File: src/rtl/dec_rr_arbiter.sv
// Eight-way round-robin arbiter. The winning index is decoded to a one-hot grant
// plus its active-low complement, with a dead cycle between owners and a hold timeout.
module dec_rr_arbiter #(
    parameter int MAX_HOLD = 16,
    parameter int CNT_W    = 5
) (
    input  logic       clk,
    input  logic       rst_n,
    input  logic       en_n,
    input  logic [7:0] req,
    output logic [7:0] gnt,
    output logic [7:0] gnt_n,
    output logic [2:0] gnt_idx,
    output logic       gnt_vld,
    output logic       timeout
);

    localparam logic [1:0] ST_IDLE  = 2'd0;
    localparam logic [1:0] ST_GRANT = 2'd1;
    localparam logic [1:0] ST_GAP   = 2'd2;

    localparam logic [CNT_W-1:0] HOLD_LAST = CNT_W'(MAX_HOLD - 1);

    // First set request at or after the pointer, wrapping 7 -> 0.
    function automatic logic [2:0] rr_pick(input logic [7:0] r, input logic [2:0] p);
        logic [2:0] sel;
        logic [2:0] k;
        sel = p;
        for (int i = 7; i >= 0; i--) begin
            k = p + 3'(i);
            if (r[k]) begin
                sel = k;
            end else begin
                sel = sel;
            end
        end
        return sel;
    endfunction

    function automatic logic [7:0] dec3to8(input logic [2:0] a, input logic en);
        logic [7:0] y;
        if (en) begin
            y = 8'b0000_0001 << a;
        end else begin
            y = 8'h00;
        end
        return y;
    endfunction

    logic [1:0]       state_q,   state_d;
    logic [2:0]       ptr_q,     ptr_d;
    logic [2:0]       idx_q,     idx_d;
    logic [CNT_W-1:0] hold_q,    hold_d;
    logic             timeout_q, timeout_d;
    logic             vld_q,     vld_d;
    logic [7:0]       gnt_q,     gnt_d;
    logic [7:0]       gnt_n_q,   gnt_n_d;

    // Next-state and grant bookkeeping; release wins over timeout on the same edge.
    always_comb begin
        state_d   = state_q;
        ptr_d     = ptr_q;
        idx_d     = idx_q;
        hold_d    = hold_q;
        timeout_d = 1'b0;
        case (state_q)
            ST_IDLE: begin
                if (!en_n && (|req)) begin
                    idx_d   = rr_pick(req, ptr_q);
                    hold_d  = {CNT_W{1'b0}};
                    state_d = ST_GRANT;
                end else begin
                    state_d = ST_IDLE;
                end
            end
            ST_GRANT: begin
                if (en_n || !req[idx_q]) begin
                    state_d = ST_GAP;
                    ptr_d   = idx_q + 3'd1;
                end else if (hold_q == HOLD_LAST) begin
                    state_d   = ST_GAP;
                    ptr_d     = idx_q + 3'd1;
                    timeout_d = 1'b1;
                end else begin
                    hold_d  = hold_q + {{(CNT_W-1){1'b0}}, 1'b1};
                    state_d = ST_GRANT;
                end
            end
            ST_GAP: begin
                state_d = ST_IDLE;
            end
            default: begin
                state_d = ST_IDLE;
            end
        endcase
    end

    // Output images are computed from next state so every port comes straight off a flop.
    always_comb begin
        vld_d   = (state_d == ST_GRANT);
        gnt_d   = dec3to8(idx_d, vld_d);
        gnt_n_d = ~gnt_d;
    end

    // State and output registers.
    always_ff @(posedge clk or negedge rst_n) begin
        if (!rst_n) begin
            state_q   <= ST_IDLE;
            ptr_q     <= 3'd0;
            idx_q     <= 3'd0;
            hold_q    <= {CNT_W{1'b0}};
            timeout_q <= 1'b0;
            vld_q     <= 1'b0;
            gnt_q     <= 8'h00;
            gnt_n_q   <= 8'hFF;
        end else begin
            state_q   <= state_d;
            ptr_q     <= ptr_d;
            idx_q     <= idx_d;
            hold_q    <= hold_d;
            timeout_q <= timeout_d;
            vld_q     <= vld_d;
            gnt_q     <= gnt_d;
            gnt_n_q   <= gnt_n_d;
        end
    end

    assign gnt     = gnt_q;
    assign gnt_n   = gnt_n_q;
    assign gnt_idx = idx_q;
    assign gnt_vld = vld_q;
    assign timeout = timeout_q;

    dec_rr_arbiter_chk u_chk (
        .clk     (clk),
        .rst_n   (rst_n),
        .gnt     (gnt),
        .gnt_n   (gnt_n),
        .gnt_vld (gnt_vld),
        .timeout (timeout)
    );

endmodule

// Output-consistency properties of the arbiter.
module dec_rr_arbiter_chk (
    input logic       clk,
    input logic       rst_n,
    input logic [7:0] gnt,
    input logic [7:0] gnt_n,
    input logic       gnt_vld,
    input logic       timeout
);

    a_onehot: assert property (@(posedge clk) disable iff (!rst_n) $onehot0(gnt));
    a_compl:  assert property (@(posedge clk) disable iff (!rst_n) gnt_n == ~gnt);
    a_vld:    assert property (@(posedge clk) disable iff (!rst_n) gnt_vld == (|gnt));
    a_to_gap: assert property (@(posedge clk) disable iff (!rst_n) timeout |-> !gnt_vld);

endmodule
File: config.mk
export PLATFORM = sky130hd
export DESIGN_NAME = dec_rr_arbiter
export DESIGN_NICKNAME = d
export VERILOG_FILES = /design/src/rtl/dec_rr_arbiter.sv
export SDC_FILE = /design/constraint.sdc
export NUM_CORES = 1
export LEC_CHECK = 0
export CORE_ASPECT_RATIO = 0.6
export CORE_MARGIN = 5
export CORE_UTILIZATION = 45
export DETAILED_ROUTE_END_ITERATION = 10
export GPL_TIMING_DRIVEN = 0
export PLACE_DENSITY = 0.68
export RECOVER_POWER = 25
export REMOVE_ABC_BUFFERS = 1
export SYNTH_ARGS = -nofsm -noshare
export SYNTH_HDL_FRONTEND = slang
export SYNTH_SLANG_ARGS = --single-unit
File: constraint.sdc
create_clock -name clk -period 4.66 [get_ports clk]
set_clock_uncertainty 0.2 [all_clocks]
set_input_delay 0.932 -clock clk [delete_from_list [all_inputs] [get_ports clk]]
set_output_delay 0.932 -clock clk [all_outputs]
set_load 0.02 [all_outputs]
==> results of run 1 <==
sequential cells by signal, summed over array words and instances (netlist names):
signal	cells
hold_q	5
ptr_q	3
gnt_vld	1
state_q	2
gnt_idx	3
gnt	8
timeout	1
gnt_n	8
worst max-delay path, delay by kind of cell (launching register included):
kind / cells / cell delay, ns
flip-flops: 1 / 1.12
adder cells (fa/ha/maj): 1 / 0.69
AND/OR/NAND/NOR: 2 / 0.33
AO/OA/AOI/OAI: 3 / 0.96
buffers and inverters: 1 / 0.11
multiplexers: 2 / 0.74
cells by family after synthesis:
| family | count (synthesis) | share of synthesized area (%) |
|---|---|---|
| flops | 31 | 34.2 |
| fa+ha+maj | 5 | 2.73 |
| mux | 34 | 24.9 |
| simple gates | 73 | 18.1 |
| buf+inv | 18 | 4.53 |
| xor+xnor | 4 | 2.18 |
| compound gates | 41 | 13.4 |
metal layers:
| metal | vias to the layer above | part of all wire [%] | track usage [%] |
|---|---|---|---|
| met2 | 62 | 40 | 23.5 |
| met4 | 0 | 0 | 1.96 |
| li1 | 844 | - | - |
| met3 | 0 | 8.7 | 4.14 |
| met1 | 851 | 51 | 29.5 |
| met5 | - | 0 | 0 |
through the flow:
step	setup WS (ns)	hold WS, ns	cell area [um2]
2_1_floorplan	1.07	0.269	2220
3_3_place_gp	0.505	0.286	2610
3_5_place_dp	0.489	0.300	2610
4_1_cts	0.440	0.315	2690
5_1_grt	0.0997	0.359	2690
6_report	0.425	0.315	2690
cell type report:
cell class / instances / area, um2 / area share, %
multi-input cells: 157 / 1410 / 52.3
inverters: 7 / 26.3 / 0.979
clock buffers: 7 / 76.3 / 2.84
flip-flops and latches: 31 / 786 / 29.3
repair buffers: 31 / 304 / 11.3
well taps: 66 / 82.6 / 3.08
clock inverters: 1 / 5.00 / 0.186
report_power, final:
part	switching, W	internal [W]
clock	0.0000937	0.000105
combinational	0.000720	0.000645
sequential	0.000142	0.000372
synth_stat cells, types with 3 or more instances:
library cell,instances
nor4_1,4
a21oi_1,5
nand2b_1,7
dfstp_2,8
dfrtp_1,23
a211oi_1,3
mux4_2,13
o211ai_1,4
nand3_1,13
buf_6,4
inv_1,5
buf_2,5
o21ai_0,8
mux2_2,7
nand3b_1,3
nor2_1,9
nand2_1,16
and3_1,4
or3_1,3
mux2i_1,8
ha_1,5
o21ai_1,3
worst max-delay path by stage:
stage	from	endpoint	slack [ns]	depth (start not counted)
after floorplan	ptr_q[0]	gnt_n[4]	1.07	9
after global placement	ptr_q[0]	gnt[6]	0.51	10
after detailed placement	ptr_q[0]	gnt_n[4]	0.49	9
after CTS	ptr_q[0]	gnt_n[4]	0.44	9
after global routing	ptr_q[0]	gnt_n[4]	0.1	9
final	ptr_q[0]	gnt_n[4]	0.42	9
==> metrics.md, run 1 <==
| Metric | Value |
|---|---|
| Setup CP Type | flop to flop |
| N_diodes | 0 |
| Distinct cells, synth | 59 |
| Failing checks | capacitance limit, slew limit |
| Leading cell types in the layout, fill and taps excluded | 30 x clkdlybuf4s50_1, 23 x dfrtp_1, 16 x nand2_1, 13 x mux4_2, 13 x nand3_1 |
| Total grt overflow | 0 |
| Die area | 6670 um2 |
| Cell Chain, Critical Path | inv_1, ha_1, mux4_2, mux2i_2, nor3b_1, a2111o_1, a211oi_4, o22ai_2, or2_1 |
| Post-synth top area share | 25.1% |
| Post-Synthesis Cells | 206 |
| Post-route setup TNS | 0 ns |
| Setup Fix Bufs, Post-CTS | 0 |
| Longest Clk Path Bufs | 2 |
| Slew Limit Headroom | -4.86% |
| FP Rows | 20 |
| DR iter-0 viols | 183 |
| Final nets | 249 |
| IO Port Bufs | 31 |
| CP max-delay cell | dfrtp_1 |
| CTS sink count | 31 |
| Core box area | 5000 um2 |
| Routed wire length per instance | 17.7 um |
| Seq cells post-synth | 31 |
| Commonest non-fill, non-tap cell in the layout | clkdlybuf4s50_1 |
| Reg2reg path depth | 9 |
| Die height | 65.3 um |
| Most used DFF post-synth | dfrtp_1 |
| Hold Path Cell Cnt | 2 |
| Register area share after synthesis | 34.2% |
| Hold-fix buffers, CTS | 0 |
| Max Cap Viol | 1 |
| Die width | 102 um |
| Post-cts sizing count | 0 |
| RSZ-0062 raised after global routing | false |
| Worst-Skew Late Latency | 0.28 ns |
| Req. time, crit path | 4.66 ns |
| Max Slew Vio Count | 32 |
| Status | complete, but fails checks |
| Final min period | 4.24 ns |
| Placed cell count | 292 |
| CP Launch Type | flop |
| Pwr Density | 774 nW/um2 |
| Pin slew with the least headroom to its limit | 1.57 ns |
| Largest net degree at the start of global routing | 32 |
| Vias in the first global route | 1764 |
| Dominant cell type by area after synthesis | dfrtp_1 |
| Worst hold start | hold_q[4] |
| Number of enable flip-flop cells after synthesis | 0 |
| DR pass1 iterations | 4 |
| Avg Inst Size Synth | 11.1 um2 |
| First-pass GRT wire length | 9.20 mm |
| Total Routing Usage GR | 17.8% |
| Initial antenna violation count | 0 |
| Vias | 1757 |
| Share of post-route cells with drive strength above 1 | 20.9% |
| Crit path capture type | flop |
| RR Startpoint | ptr_q[0] |
| Area Overhead vs Synth | 17.0% |
| Root Driver | clkbuf_8 |
| Dpl hpwl | 3.86 mm |
| Via density | 5.86 |
| DRT antenna net count | 0 |
| Worst-path clk slew | 0.07 ns |
| Cell area after synthesis | 2290 um2 |
| Setup slack, reg-to-reg | 0.42 ns |
| Area contributors post-synth | dfrtp_1 25%, mux4_2 13%, dfstp_2 9.2% |
| Util after Layout | 53.7% |
| CTS tree | done |
| Hold Path End | hold_q[4] |
| Worst hold path type | flop to flop |
| Yosys warns | 0 |
| Final Hold Fails | 0 |
| Fillcell total | 455 |
| Async set-reset flop share out of synthesis | 100% |
| Final setup vio count | 0 |
| Total CTS buffers | 5 |
| Post-route non-filler standard cell count | 300 |
| I/O pin total | 32 |
| Initial Util | 45.9% |
| Post-Route WL | 5.32 mm |
| Global placer's final weighted congestion | 0.895 |
| Reg-to-Reg End | gnt_n[4] |
| Highest clock rate | 236 MHz |
| Worst vdd ir | 0.380 mV |
| Critical Path AT | 4.23 ns |
| H-tree depth | 2 |
| Leakage power | 1.07 nW |
| Largest fanout on the critical path | 29 |
| Design Power | 0.00208 W |
| DRC | 0 |
| Largest stage delay on the critical path | 1.12 ns |
| Fin crit share | 90.9% |
(Power assumes the default switching activity.)
==> run 2: changes to the inputs <==
==> constraint.sdc (replaced) <==
create_clock -name clk -period 4.25 [get_ports clk]
set_clock_uncertainty 0.2 [all_clocks]
set_input_delay 0.85 -clock clk [delete_from_list [all_inputs] [get_ports clk]]
set_output_delay 0.85 -clock clk [all_outputs]
set_load 0.02 [all_outputs]
==> run 2 against run 1 <==
Count of clock-buffer cells in the layout unchanged. Worst setup slack got worse by 0.036 ns. Global-route usage unchanged. The flow still finishes with violations (capacitance limit, slew limit). Utilization increased by 0.075 points. Highest routed layer unchanged. Largest power group unchanged. Hold slack about the same. First-iteration DRC count decreased by 1.6%. Register-to-register slack got worse by 0.04 ns. Sequential cell count unchanged. Sequential power increased by 9.7%. Die area unchanged. Sequential share of layout area about the same. Non-clock buffer count unchanged. Critical endpoint unchanged.
==> metrics.md, run 2 (synthesis results as in run 1) <==
| Metric | Value |
|---|---|
| Longest Clk Path Bufs | 2 (unchanged) |
| Via density | 5.92 (+1.1%) |
| Slew Limit Headroom | -4.97% (-0.11 points) |
| DRC | 0 (unchanged) |
| H-tree depth | 2 (unchanged) |
| CTS tree | done |
| Pwr Density | 848 nW/um2 (+9.7%) |
| Pin slew with the least headroom to its limit | 1.57 ns (+0.00166 ns) |
| CTS sink count | 31 (unchanged) |
| Worst vdd ir | 0.418 mV (+10%) |
| Status | complete, but fails checks |
| Commonest non-fill, non-tap cell in the layout | clkdlybuf4s50_1 |
| DR iter-0 viols | 180 (-1.6%) |
| First-pass GRT wire length | 9.20 mm (unchanged) |
| Total CTS buffers | 5 (unchanged) |
| Max Slew Vio Count | 32 (unchanged) |
| Failing checks | capacitance limit, slew limit |
| Req. time, crit path | 4.25 ns (-0.41 ns) |
| Final Hold Fails | 0 (unchanged) |
| Worst hold start | hold_q[4] |
| Post-Route WL | 5.29 mm (-0.68%) |
| Initial antenna violation count | 0 (unchanged) |
| N_diodes | 0 (unchanged) |
| FP Rows | 20 (unchanged) |
| Final min period | 3.86 ns (-0.374 ns) |
| Fin crit share | 90.9% (about the same) |
| Total grt overflow | 0 (unchanged) |
| Largest fanout on the critical path | 15 (-48%) |
| Die height | 65.3 um (unchanged) |
| Vias in the first global route | 1764 (unchanged) |
| Area Overhead vs Synth | 17.2% |
| Setup slack, reg-to-reg | 0.39 ns (-0.04 ns) |
| Global placer's final weighted congestion | 0.895 (unchanged) |
| Root Driver | clkbuf_8 |
| DR pass1 iterations | 4 (unchanged) |
| Initial Util | 45.9% (unchanged) |
| Core box area | 5000 um2 (unchanged) |
| Hold Path Cell Cnt | 2 (unchanged) |
| Vias | 1777 (+1.1%) |
| Dpl hpwl | 3.86 mm (unchanged) |
| Leading cell types in the layout, fill and taps excluded | 30 x clkdlybuf4s50_1, 22 x dfrtp_1, 16 x nand2_1, 13 x mux4_2, 13 x nand3_1 |
| Post-route setup TNS | 0 ns (unchanged) |
| Reg-to-Reg End | gnt_n[4] |
| RR Startpoint | ptr_q[1] |
| RSZ-0062 raised after global routing | false |
| Critical Path AT | 3.86 ns (-0.37 ns) |
| Setup CP Type | flop to flop |
| Leakage power | 1.07 nW (-0.24%) |
| IO Port Bufs | 31 (unchanged) |
| I/O pin total | 32 (unchanged) |
| CP Launch Type | flop |
| Worst-path clk slew | 0.06 ns (about the same) |
| Total Routing Usage GR | 17.8% (unchanged) |
| Final nets | 249 (unchanged) |
| Crit path capture type | flop |
| Max Cap Viol | 1 (unchanged) |
| Final WS setup | 0.389 ns (-0.0361 ns) |
| Worst-Skew Late Latency | 0.28 ns (about the same) |
| Die area | 6670 um2 (unchanged) |
| Reg2reg path depth | 9 (unchanged) |
| DRT antenna net count | 0 (unchanged) |
| Share of post-route cells with drive strength above 1 | 21.8% (+0.85 points) |
| Hold Path End | hold_q[4] |
| Die width | 102 um (unchanged) |
| Largest net degree at the start of global routing | 32 (unchanged) |
| Worst hold path type | flop to flop |
| Routed wire length per instance | 17.6 um (-0.68%) |
| Final setup vio count | 0 (unchanged) |
| Pre-CTS setup slack | 0.0791 ns (-0.410 ns) |
| Highest clock rate | 259 MHz (+9.7%) |
==> run 2: cell counts in the layout (fill, tap and decap cells not counted) <==
No cell type changed its count.
==> run 2: power breakdown <==
group	internal, W	switching (W)	leakage (nW)
sequential	0.000409	0.000155	0.386
combinational	0.000709	0.000790	0.638
clock	0.000115	0.000103	0.0422
==> run 2: worst max-delay path by stage <==
| stage | startpoint | endpoint | slack [ns] | cells past startpoint |
|---|---|---|---|---|
| 2_1_floorplan | ptr_q[0] | gnt_n[4] | 0.66 | 9 |
| 3_3_place_gp | ptr_q[0] | gnt[6] | 0.1 | 10 |
| 3_5_place_dp | ptr_q[0] | gnt_n[4] | 0.08 | 9 |
| 4_1_cts | ptr_q[0] | gnt_n[4] | 0.03 | 9 |
| 5_1_grt | ptr_q[1] | gnt_n[4] | 0.09 | 9 |
| 6_report | ptr_q[1] | gnt_n[4] | 0.39 | 9 |
==> run 2: repair_timing <==
| action | in CTS | in global routing |
|---|---|---|
| gates resized for setup | 0 | 2 |
| setup buffers | 0 | 0 |
| setup endpoints to repair | 0 | 17 |
| hold buffers | 0 | 0 |
==> run 2: worst max-delay path, stage by stage, from the launching register on <==
cell and delay (ns):
dfrtp_1 0.70, inv_1 0.30, ha_2 0.61, mux4_2 0.44
mux2i_2 0.26, nor3b_1 0.09, a2111o_1 0.40, a211oi_4 0.39
o22ai_2 0.17, or2_1 0.24
==> run 2: per-layer routing <==
metal	wire (um)	share of wire [%]	vias up	global-route usage (%)
met2	2130	40	66	23.5
met5	0	0	-	0
li1	-	-	845	-
met4	0	0	0	1.96
met3	377	7.1	0	4.14
met1	2780	53	866	29.5
==> run 2: layout make-up <==
| class | count | area (um2) |
|---|---|---|
| clock buffer | 7 | 76.3 |
| clock inverter | 1 | 5.00 |
| fill | 459 | 2320 |
| inverter | 7 | 26.3 |
| multi-input combinational | 157 | 1410 |
| sequential | 31 | 787 |
| tap | 66 | 82.6 |
| timing repair buffer | 31 | 304 |
==> run 2: metrics by stage <==
stage,power (W),util [%],cells,cell area [um2],hold slack (ns)
2_1_floorplan,0.00164,-,195,2220,0.269
3_3_place_gp,0.00203,52.2,292,2610,0.286
3_5_place_dp,0.00205,52.2,292,2610,0.300
4_1_cts,0.00228,53.8,300,2690,0.315
5_1_grt,0.00247,53.7,300,2690,0.359
6_report,0.00228,53.7,300,2690,0.315
